--- config.mk ---
export PLATFORM = sky130hd
export DESIGN_NAME = mc_controller_flat
export DESIGN_NICKNAME = d
export VERILOG_FILES = /design/src/rtl/mc_controller_pkg.sv /design/src/rtl/mc_controller_if.sv /design/src/rtl/mc_controller_decoder.sv /design/src/rtl/mc_controller.sv /design/src/flat_wrapper.sv
export SDC_FILE = /design/constraint.sdc
export NUM_CORES = 1
export LEC_CHECK = 0
export ABC_AREA = 1
export CAP_MARGIN = 15
export CORE_MARGIN = 4
export CORE_UTILIZATION = 33
export DETAILED_ROUTE_END_ITERATION = 8
export PLACE_DENSITY = 0.75
export RECOVER_POWER = 100
export SETUP_SLACK_MARGIN = 0.2
export SYNTH_ARGS = -nofsm -noshare
export SYNTH_HDL_FRONTEND = slang
export SYNTH_SLANG_ARGS = --single-unit
--- constraint.sdc ---
create_clock -name clk -period 1.39 [get_ports clk]
set_clock_uncertainty 0.1 [all_clocks]
set_input_delay 0.278 -clock clk [delete_from_list [all_inputs] [get_ports clk]]
set_output_delay 0.278 -clock clk [all_outputs]
set_load 0.005 [all_outputs]
--- src/rtl/mc_controller_pkg.sv ---
// mips_defs: shared definitions for the multi-cycle main controller.
// Holds opcode/funct constants, the FSM state encoding, the encodings of
// every datapath select, and the one-hot instruction class record that the
// decoder hands to the FSM.
package mips_defs;

  // Primary opcodes (Instr[31:26])
  localparam logic [5:0] OP_RTYPE = 6'b000000;
  localparam logic [5:0] OP_ORI   = 6'b001101;
  localparam logic [5:0] OP_LW    = 6'b100011;
  localparam logic [5:0] OP_SW    = 6'b101011;
  localparam logic [5:0] OP_BEQ   = 6'b000100;
  localparam logic [5:0] OP_LUI   = 6'b001111;
  localparam logic [5:0] OP_J     = 6'b000010;
  localparam logic [5:0] OP_JAL   = 6'b000011;

  // R-type function codes (Instr[5:0])
  localparam logic [5:0] FN_ADDU = 6'b100001;
  localparam logic [5:0] FN_SUBU = 6'b100011;
  localparam logic [5:0] FN_JR   = 6'b001000;

  // FSM states
  typedef enum logic [2:0] {
    S_FETCH  = 3'd0,
    S_DECODE = 3'd1,
    S_EXE    = 3'd2,
    S_MEM    = 3'd3,
    S_WB     = 3'd4
  } state_t;

  // PCSrc
  localparam logic [1:0] PCSRC_PC4 = 2'b00;
  localparam logic [1:0] PCSRC_BR  = 2'b01;
  localparam logic [1:0] PCSRC_J   = 2'b10;
  localparam logic [1:0] PCSRC_JR  = 2'b11;

  // RegDst
  localparam logic [1:0] REGDST_RT = 2'b00;
  localparam logic [1:0] REGDST_RD = 2'b01;
  localparam logic [1:0] REGDST_RA = 2'b10;

  // MemtoReg
  localparam logic [1:0] M2R_ALU = 2'b00;
  localparam logic [1:0] M2R_DM  = 2'b01;
  localparam logic [1:0] M2R_PC4 = 2'b10;

  // ALUOp
  localparam logic [2:0] ALU_ADD = 3'b000;
  localparam logic [2:0] ALU_SUB = 3'b001;
  localparam logic [2:0] ALU_OR  = 3'b010;
  localparam logic [2:0] ALU_LUI = 3'b011;

  // ExtOp
  localparam logic [1:0] EXT_ZERO = 2'b00;
  localparam logic [1:0] EXT_SIGN = 2'b01;

  // One-hot instruction class; exactly one bit is set for any ir value.
  typedef struct packed {
    logic rtype_alu;
    logic ori;
    logic lui;
    logic lw;
    logic sw;
    logic beq;
    logic j;
    logic jal;
    logic jr;
    logic nop;
  } instr_class_t;

endpackage

--- src/rtl/mc_controller_if.sv ---
// mc_controller_if: bundle between the controller and the fetch unit /
// datapath.
//   Instr, zero          : datapath -> controller (instruction word, ALU eq flag)
//   PCSrc, PCWr          : controller -> fetch unit (next-PC select, PC write)
//   IRWr, RegWr, MemWr   : write strobes, one cycle each
//   RegDst, MemtoReg,
//   ALUSrc, ALUOp, ExtOp : datapath selects, stable for a whole instruction
//   state                : current FSM state, for debug
// There is no valid/ready handshake: the controller paces the datapath, and
// a strobe being high for a cycle is the whole transaction (the datapath acts
// on the rising edge that ends that cycle).
interface mc_controller_if;
  logic [31:0] Instr;
  logic        zero;
  logic [1:0]  PCSrc;
  logic        PCWr;
  logic        IRWr;
  logic        RegWr;
  logic [1:0]  RegDst;
  logic [1:0]  MemtoReg;
  logic        ALUSrc;
  logic [2:0]  ALUOp;
  logic [1:0]  ExtOp;
  logic        MemWr;
  logic [2:0]  state;

  modport master (
    input  Instr, zero,
    output PCSrc, PCWr, IRWr, RegWr, RegDst, MemtoReg,
           ALUSrc, ALUOp, ExtOp, MemWr, state
  );

  modport slave (
    output Instr, zero,
    input  PCSrc, PCWr, IRWr, RegWr, RegDst, MemtoReg,
           ALUSrc, ALUOp, ExtOp, MemWr, state
  );
endinterface

--- src/rtl/mc_controller_decoder.sv ---
// mc_decoder: combinational instruction classifier.
//   op_i    : ir[31:26]
//   funct_i : ir[5:0]
//   cls_o   : one-hot instruction class (unrecognised encodings -> nop)
//   sub_o   : within rtype_alu, selects subu over addu
module mc_decoder
  import mips_defs::*;
(
  input  logic [5:0]   op_i,
  input  logic [5:0]   funct_i,
  output instr_class_t cls_o,
  output logic         sub_o
);

  always_comb begin
    cls_o = '0;
    sub_o = 1'b0;
    case (op_i)
      OP_RTYPE: begin
        if (funct_i == FN_ADDU) begin
          cls_o.rtype_alu = 1'b1;
        end else if (funct_i == FN_SUBU) begin
          cls_o.rtype_alu = 1'b1;
          sub_o           = 1'b1;
        end else if (funct_i == FN_JR) begin
          cls_o.jr = 1'b1;
        end else begin
          cls_o.nop = 1'b1;
        end
      end
      OP_ORI:  cls_o.ori = 1'b1;
      OP_LUI:  cls_o.lui = 1'b1;
      OP_LW:   cls_o.lw  = 1'b1;
      OP_SW:   cls_o.sw  = 1'b1;
      OP_BEQ:  cls_o.beq = 1'b1;
      OP_J:    cls_o.j   = 1'b1;
      OP_JAL:  cls_o.jal = 1'b1;
      default: cls_o.nop = 1'b1;
    endcase
  end

endmodule

--- src/rtl/mc_controller.sv ---
// mc_controller: multi-cycle main controller.
//   clk   : system clock, rising edge
//   reset : synchronous, active-high
//   bus   : mc_controller_if.master (Instr/zero in; PC control, strobes,
//           datapath selects and debug state out)
// Only state_q and ir_q are registers; every output is decoded from
// (state_q, ir_q, zero). PCWr fires once per instruction, in its last state.
module mc_controller
  import mips_defs::*;
(
  input  logic           clk,
  input  logic           reset,
  mc_controller_if.master bus
);

  state_t       state_q;
  logic [31:0]  ir_q;
  instr_class_t cls;
  logic         alu_sub;

  // Register/immediate fields are taken by the datapath directly; the
  // controller only looks at op and funct.
  logic unused_ir_fields;
  assign unused_ir_fields = ^ir_q[25:6];

  mc_decoder u_decoder (
    .op_i    (ir_q[31:26]),
    .funct_i (ir_q[5:0]),
    .cls_o   (cls),
    .sub_o   (alu_sub)
  );

  // Instruction sequencing
  always_ff @(posedge clk) begin
    if (reset) begin
      state_q <= S_FETCH;
      ir_q    <= '0;
    end else begin
      case (state_q)
        S_FETCH: begin
          ir_q    <= bus.Instr;
          state_q <= S_DECODE;
        end
        S_DECODE: begin
          if (cls.j || cls.jal || cls.jr || cls.nop) state_q <= S_FETCH;
          else                                       state_q <= S_EXE;
        end
        S_EXE: begin
          if (cls.beq)             state_q <= S_FETCH;
          else if (cls.lw || cls.sw) state_q <= S_MEM;
          else                     state_q <= S_WB;
        end
        S_MEM: begin
          if (cls.sw) state_q <= S_FETCH;
          else        state_q <= S_WB;
        end
        S_WB:    state_q <= S_FETCH;
        default: state_q <= S_FETCH;
      endcase
    end
  end

  logic [1:0] pc_src;
  logic       pc_wr, ir_wr, reg_wr, mem_wr;
  logic [1:0] reg_dst, mem_to_reg, ext_op;
  logic       alu_src;
  logic [2:0] alu_op;

  always_comb begin
    pc_src     = PCSRC_PC4;
    pc_wr      = 1'b0;
    ir_wr      = 1'b0;
    reg_wr     = 1'b0;
    mem_wr     = 1'b0;
    reg_dst    = REGDST_RT;
    mem_to_reg = M2R_ALU;
    alu_src    = 1'b0;
    alu_op     = ALU_ADD;
    ext_op     = EXT_ZERO;

    // Selects follow ir from DECODE onward; in FETCH ir may still hold the
    // previous instruction, so they are held at zero there.
    if (state_q != S_FETCH) begin
      if (cls.rtype_alu) begin
        reg_dst = REGDST_RD;
        alu_op  = alu_sub ? ALU_SUB : ALU_ADD;
      end
      if (cls.ori) begin
        ext_op  = EXT_ZERO;
        alu_src = 1'b1;
        alu_op  = ALU_OR;
      end
      if (cls.lui) begin
        alu_src = 1'b1;
        alu_op  = ALU_LUI;
      end
      if (cls.lw || cls.sw) begin
        ext_op  = EXT_SIGN;
        alu_src = 1'b1;
        alu_op  = ALU_ADD;
      end
      if (cls.lw) mem_to_reg = M2R_DM;
      if (cls.beq) alu_op = ALU_SUB;
      if (cls.jal) begin
        reg_dst    = REGDST_RA;
        mem_to_reg = M2R_PC4;
      end
    end

    case (state_q)
      S_FETCH: ir_wr = 1'b1;
      S_DECODE: begin
        if (cls.j || cls.jal) begin
          pc_wr  = 1'b1;
          pc_src = PCSRC_J;
        end
        if (cls.jal) reg_wr = 1'b1;
        if (cls.jr) begin
          pc_wr  = 1'b1;
          pc_src = PCSRC_JR;
        end
        if (cls.nop) pc_wr = 1'b1;
      end
      S_EXE: begin
        if (cls.beq) begin
          pc_wr  = 1'b1;
          pc_src = bus.zero ? PCSRC_BR : PCSRC_PC4;
        end
      end
      S_MEM: begin
        if (cls.sw) begin
          mem_wr = 1'b1;
          pc_wr  = 1'b1;
        end
      end
      S_WB: begin
        reg_wr = 1'b1;
        pc_wr  = 1'b1;
      end
      default: ;
    endcase

    // A reset cycle abandons the instruction: nothing may be written.
    if (reset) begin
      pc_wr  = 1'b0;
      ir_wr  = 1'b0;
      reg_wr = 1'b0;
      mem_wr = 1'b0;
    end
  end

  assign bus.PCSrc    = pc_src;
  assign bus.PCWr     = pc_wr;
  assign bus.IRWr     = ir_wr;
  assign bus.RegWr    = reg_wr;
  assign bus.RegDst   = reg_dst;
  assign bus.MemtoReg = mem_to_reg;
  assign bus.ALUSrc   = alu_src;
  assign bus.ALUOp    = alu_op;
  assign bus.ExtOp    = ext_op;
  assign bus.MemWr    = mem_wr;
  assign bus.state    = state_q;

endmodule

--- src/flat_wrapper.sv ---
// flat-port wrapper written by rule: the top's interface ports become plain ports
module mc_controller_flat import mips_defs::*;
  (clk, reset, bus_Instr, bus_zero, bus_PCSrc, bus_PCWr, bus_IRWr, bus_RegWr, bus_RegDst, bus_MemtoReg, bus_ALUSrc, bus_ALUOp, bus_ExtOp, bus_MemWr, bus_state);
  mc_controller_if bus_i ();
  input  logic clk;
  input  logic reset;
  input wire logic [$bits(bus_i.Instr)-1:0] bus_Instr;
  input wire logic [$bits(bus_i.zero)-1:0] bus_zero;
  output wire logic [$bits(bus_i.PCSrc)-1:0] bus_PCSrc;
  output wire logic [$bits(bus_i.PCWr)-1:0] bus_PCWr;
  output wire logic [$bits(bus_i.IRWr)-1:0] bus_IRWr;
  output wire logic [$bits(bus_i.RegWr)-1:0] bus_RegWr;
  output wire logic [$bits(bus_i.RegDst)-1:0] bus_RegDst;
  output wire logic [$bits(bus_i.MemtoReg)-1:0] bus_MemtoReg;
  output wire logic [$bits(bus_i.ALUSrc)-1:0] bus_ALUSrc;
  output wire logic [$bits(bus_i.ALUOp)-1:0] bus_ALUOp;
  output wire logic [$bits(bus_i.ExtOp)-1:0] bus_ExtOp;
  output wire logic [$bits(bus_i.MemWr)-1:0] bus_MemWr;
  output wire logic [$bits(bus_i.state)-1:0] bus_state;
  assign bus_i.Instr = bus_Instr;
  assign bus_i.zero = bus_zero;
  assign bus_PCSrc = bus_i.PCSrc;
  assign bus_PCWr = bus_i.PCWr;
  assign bus_IRWr = bus_i.IRWr;
  assign bus_RegWr = bus_i.RegWr;
  assign bus_RegDst = bus_i.RegDst;
  assign bus_MemtoReg = bus_i.MemtoReg;
  assign bus_ALUSrc = bus_i.ALUSrc;
  assign bus_ALUOp = bus_i.ALUOp;
  assign bus_ExtOp = bus_i.ExtOp;
  assign bus_MemWr = bus_i.MemWr;
  assign bus_state = bus_i.state;
  mc_controller u_core (.clk(clk), .reset(reset), .bus(bus_i));
endmodule
### After elaboration in Yosys (flattened, before gate mapping)

Cells that the tools add are included.

| storage, ports and cells | value |
|---|---|
| flip-flop bits (word level) | 35 |
| input port bits | 35 |
| output and inout port bits | 19 |
| logic and storage cells | 85 |

| operators by class | value |
|---|---|
| equal/unequal tests | 14 |
| mux-type cells | 61 |
| reductions and logical operators | 8 |

Operators by type and width:

| cell | count |
|---|---|
| two-way mux 1 bit | 36 |
| two-way mux 3 bit | 9 |
| == test 6 bit, second input constant | 4 |
| two-way mux 2 bit | 11 |
| == test 6 x 4 -> 1 bit, second input constant | 3 |
| == test 6 x 2 -> 1 bit, second input constant | 2 |
| case mux 3 bit (4 select lines) | 1 |
| OR reduction 7 bit | 1 |
| == test 3 x 2 -> 1 bit, second input constant | 2 |
| == test 6 x 3 -> 1 bit, second input constant | 1 |
| logical NOT 6 bit | 1 |
| logical OR 1 bit | 4 |
| case mux 1 bit (2 select lines) | 2 |
| case mux 1 bit (4 select lines) | 1 |
| case mux 2 bit (2 select lines) | 1 |
| == test 3 x 1 -> 1 bit, second input constant | 1 |
| == test 3 bit, second input constant | 1 |
| logical NOT 3 bit | 1 |
| nonzero test 3 bit | 1 |

### Longest topological paths before layout

| logic depth | value |
|---|---|
| depth in word-level cells | 11 |
| gate-level depth with buffers | 10 |
| depth with buffers taken out | 10 |

### Modules after synthesis

A second synthesis with hierarchy kept.

| second synthesis, totals | value |
|---|---|
| cell total of the unflattened synthesis | 162 |
| area total of the unflattened synthesis | 987.2 sq um |

By module, submodules not included:

| module | instances | cells each | area each (sq um) | sequential area each (sq um) |
|---|---|---|---|---|
| mc_controller | 1 | 121 | 795.8 | 300.3 |
| mc_decoder | 1 | 41 | 191.4 | 0.0 |

### Worst setup path before layout

OpenSTA, ideal clock, no wires.

| timing | value |
|---|---|
| path type | flip-flop to output port |
| from | register u_core.state_q[1], in the netlist u_core.bus.state[1] |
| to | output bus_RegDst[1] |
| arrival | 1.168 ns |
| required time | 1.012 ns |
| slack | -0.156 ns |
| cell stages (with the launch flop) | 7 |
| buffers on the path | 2 |
| cells stage by stage | dfxtp_1 nor2_1 nand2_1 inv_1 buf_2 nor3_1 buf_4 |

| between the ends | value |
|---|---|
| word-level cells in the longest chain between the ends | 2 |

Ends and longest elaborated chain:

| element | line | RTL |
|---|---|---|
| from (decl) | mc_controller.sv:16 | `state_t state_q;` |
| from (signal assigned) | mc_controller.sv:36 | `state_q <= S_FETCH;` |
| from (signal assigned) | mc_controller.sv:42 | `state_q <= S_DECODE;` |
| from (signal assigned) | mc_controller.sv:45 | `if (cls.j \|\| cls.jal \|\| cls.jr \|\| cls.nop) state_q <= S_FETCH;` |
| nonzero test 3 bit | mc_controller.sv:83 | `if (state_q != S_FETCH) begin` |
| two-way mux 2 bit | mc_controller.sv:83 |  |
| to (decl) | flat_wrapper.sv:13 | `output wire logic [$bits(bus_i.RegDst)-1:0] bus_RegDst;` |

No other way between the ends.

### Final worst setup path

| timing | value |
|---|---|
| from | register u_core.ir_q[31] |
| to | output bus_PCWr |

| between the ends | value |
|---|---|
| word-level cells in the longest chain between the ends | 8 |
| elaborated cells on any way between the ends | 23 |
| those cells by class | eq/ne (7); mux (13); reduce/logical (3) |

Ends and longest elaborated chain:

| element | line | RTL |
|---|---|---|
| from (decl) | mc_controller.sv:17 | `logic [31:0] ir_q;` |
| from (signal assigned) | mc_controller.sv:41 | `ir_q <= bus.Instr;` |
| == test 6 x 2 -> 1 bit | mc_controller_decoder.sv:18 | `case (op_i)` |
| two-way mux 1 bit | mc_controller_decoder.sv:18 |  |
| logical OR 1 bit | mc_controller.sv:113 | `if (cls.j \|\| cls.jal) begin` |
| two-way mux 1 bit | mc_controller.sv:113 |  |
| two-way mux 1 bit | mc_controller.sv:118 | `if (cls.jr) begin` |
| two-way mux 1 bit | mc_controller.sv:122 | `if (cls.nop) pc_wr = 1'b1;` |
| case mux 1 bit (4 select lines) * | mc_controller.sv:110 | `case (state_q)` |
| two-way mux 1 bit * | mc_controller.sv:144 | `if (reset) begin` |
| to (decl) | flat_wrapper.sv:10 | `output wire logic [$bits(bus_i.PCWr)-1:0] bus_PCWr;` |

Every way passes the cells marked *; elsewhere a longest branch is shown, timed or not.

==> impl_metrics.toml <==
[cts]
h-tree-depth = 1
cts_inserted_buffers = 3
cts_buffer_depth = 2
clock_latency_ns = 0.30
hold_buffers = 0
cts_tree = "built"
clkSinkCount = 15
cts_root_buf = "clkbuf_4"
cts.clk_slew.worst_paths_ns = 0.10

[cells_and_area]
diodes = 0
final_nets = 262
drive_gt1_share_pct = 71.2
n_fill_cell = 118
synthToLayoutAreaGrowth_pct = 140

[logic_synthesis]
synth_seq_cells = 15
syn_inst = 130
synth_cell_type_count = 20
yosysWarnings = 0
syn_avg_cell_area_um2 = 6.81
syn_area_um2 = 886
ys_seq_area_share_pct = 33.9

[min_path]
hold_start = "u_core.ir_q[2]"
hp-class = "reg2reg"

[run]
max_cap_viol_count = 0

[detailed_routing]
drc = 0
vias = 1414
drt_iter0_markers = 100
first_pass_iters = 4
via_per_inst = 5.52
finalWirelength_um = 5190
ant_nets = 0
routedWlPerCell_um = 20.3

[setup_path]
worst_setup_path_start_kind = "register"
path_buf_inv = 4
cp.arrival_ns = 1.82
worstPathRequired_ns = 1.01
cp-end-kind = "output port"
critPathMaxStageDelay_ns = 0.36
critPathMaxFanout = 3
rr_startpoint = "u_core.ir_q[26]"
slowest_stage = "dfxtp_2"
critPathKind = "reg2out"
cp-startpoint = "u_core.ir_q[31]"
crit_chain = "nor2_4, buf_12, buf_6, nand2_4, nor2_4, nor2_2, nand3_2, nand2_1, nand3_1, nand2_1, inv_1, buf_2"
cpLargestDelayFamily = "simple AND/OR/NAND/NOR gates"

[floorplanning]
die_w_um = 59.8
rows = 18
die_h_um = 59.8
ios = 54
initial_core_util_pct = 35.1
dieArea_um2 = 3580
core_area_um2 = 2520

[place]
dp_hpwl_um = 2310
portBuffers = 31
gp_congestion = 0.955

[timing]
setup-tns-final_ns = -9.84
finalCriticalPeriod_ns = 2.20
finalSetupViolCount = 28
hold_violations = 0
timing.final.ws_setup_ns = -0.812
max_freq_mhz = 454
finalMaxSlewViolations = 0
grt_setup_unrepaired = "true"
min_period_over_period_pct = 158

[power_and_ir_drop]
leakagePower_nw = 0.959
peakVddDrop_uv = 902
total_power_w = 0.00191
power_density_nw_per_um2 = 898

[status]
outcome = "finished, violations left"
failed_checks = "negative setup slack"

[global_route]
grt_max_degree = 17
overflow = 0
grt_use_total_pct = 27.1
grt_pass1_vias = 1475
antenna_found_initial = 0
grt_pass1_wl_um = 7110
[per-layer routing]
metal | share of wire (%) | track usage (%) | up-vias | wire [µm]
met5 | 0 | 0 | - | 0
met1 | 36 | 27.8 | 671 | 1870
li1 | - | - | 616 | -
met4 | 5.5 | 21.2 | 0 | 283
met3 | 8.4 | 4.75 | 25 | 438
met2 | 50 | 47.8 | 102 | 2590
[sequential cells by signal, summed over array words and instances (netlist names)]
signal	count
u_core.ir_q	12
u_core.bus.state	3
[worst register-to-register path: stages, from the launching register on]
cell and delay, ns:
dfxtp_4 0.38, buf_4 0.16, nand4_1 0.18, nand3_2 0.13, buf_4 0.16, buf_4 0.12
buf_4 0.12, buf_4 0.12, buf_4 0.12, buf_4 0.12, buf_4 0.12, nand4_1 0.08
a21oi_1 0.07
[path summary, 6_finish.rpt]
| kind | slack, ns | end | cells after the start |
|---|---|---|---|
| worst min-delay path | 0.45 | u_core.ir_q[2] | 2 |
| worst max register to register | -0.70 | u_core.bus.state[1] | 12 |
| worst min register to register | 0.45 | u_core.ir_q[2] | 2 |
| worst max-delay path | -0.81 | bus_PCWr | 12 |
[metrics by stage]
stage	cells	cell area, µm²	util, %	hold slack (ns)	setup WS, ns
2_1_floorplan	131	936	-	0.313	-0.0120
3_3_place_gp	214	1460	57.8	0.397	-0.567
3_5_place_dp	214	1460	57.8	0.411	-0.599
4_1_cts	250	1950	77.1	0.427	-0.642
5_1_grt	256	2130	84.4	0.483	-0.869
6_report	256	2130	84.4	0.450	-0.812
[synthesized netlist by cell type, drive strengths merged]
| cell | n | share of area [%] |
|---|---|---|
| inv | 16 | 6.8 |
| nor4 | 1 | 0.71 |
| buf | 6 | 4.2 |
| nand4 | 5 | 3.5 |
| conb | 1 | 0.42 |
| a22o | 1 | 1.1 |
| a21oi | 12 | 6.8 |
| dfxtp | 15 | 34 |
| nand3 | 13 | 11 |
| nor3 | 5 | 2.8 |
| o21ai | 13 | 7.3 |
| nand2 | 9 | 3.8 |
| nor2 | 31 | 17 |
| clkbuf | 2 | 1.3 |
[kinds of logic (layout without fill, tap and decap cells)]
group	Yosys count	after routing	share of synthesized area (%)
AND/OR/NAND/NOR	64	64	38.1
AO/OA/AOI/OAI	26	26	15.3
buffers and inverters	24	119	12.3
flip-flops	15	15	33.9
other	1	2	0.423
[where the power goes]
group / leakage [nW] / switching [W] / internal, W
registers: 0.129 / 0.0000649 / 0.000482
logic: 0.812 / 0.000510 / 0.000578
clock network: 0.0177 / 0.000170 / 0.000107
total: 0.959 / 0.000744 / 0.00117
[placed cells by master (no fill, tap or decap), types with 4 or more instances in the layout]
cell	synthesis	routed
buf_4	3	35
buf_6	0	31
clkdlybuf4s50_1	0	14
buf_2	3	14
nor2_1	23	13
nor2_4	2	12
o21ai_2	0	10
inv_1	12	7
inv_2	4	7
nor2_2	6	6
a21oi_1	12	6
dfxtp_4	0	6
dfxtp_1	15	6
nand3_1	7	5
nand3_2	6	5
nand4_1	5	5
nand2_1	9	5
a21oi_2	0	4
[what timing repair did]
item                       in CTS  in global routing
cloned                          0                  1
pin swaps                      25                  5
resized for setup             155                 29
hold endpoints to repair        0                  0
setup endpoints to repair      32                 32
buffers inserted               32                  5
[layout make-up]
cell class	count	area [µm²]	share of cell area, %
repair buffers	99	922	43.3
well taps	30	37.5	1.76
inverters	16	66.3	3.12
clock buffers	3	22.5	1.06
multi-input cells	92	748	35.2
flip-flops and latches	15	327	15.3
clock inverters	1	5.00	0.235
(Power assumes the default switching activity.)
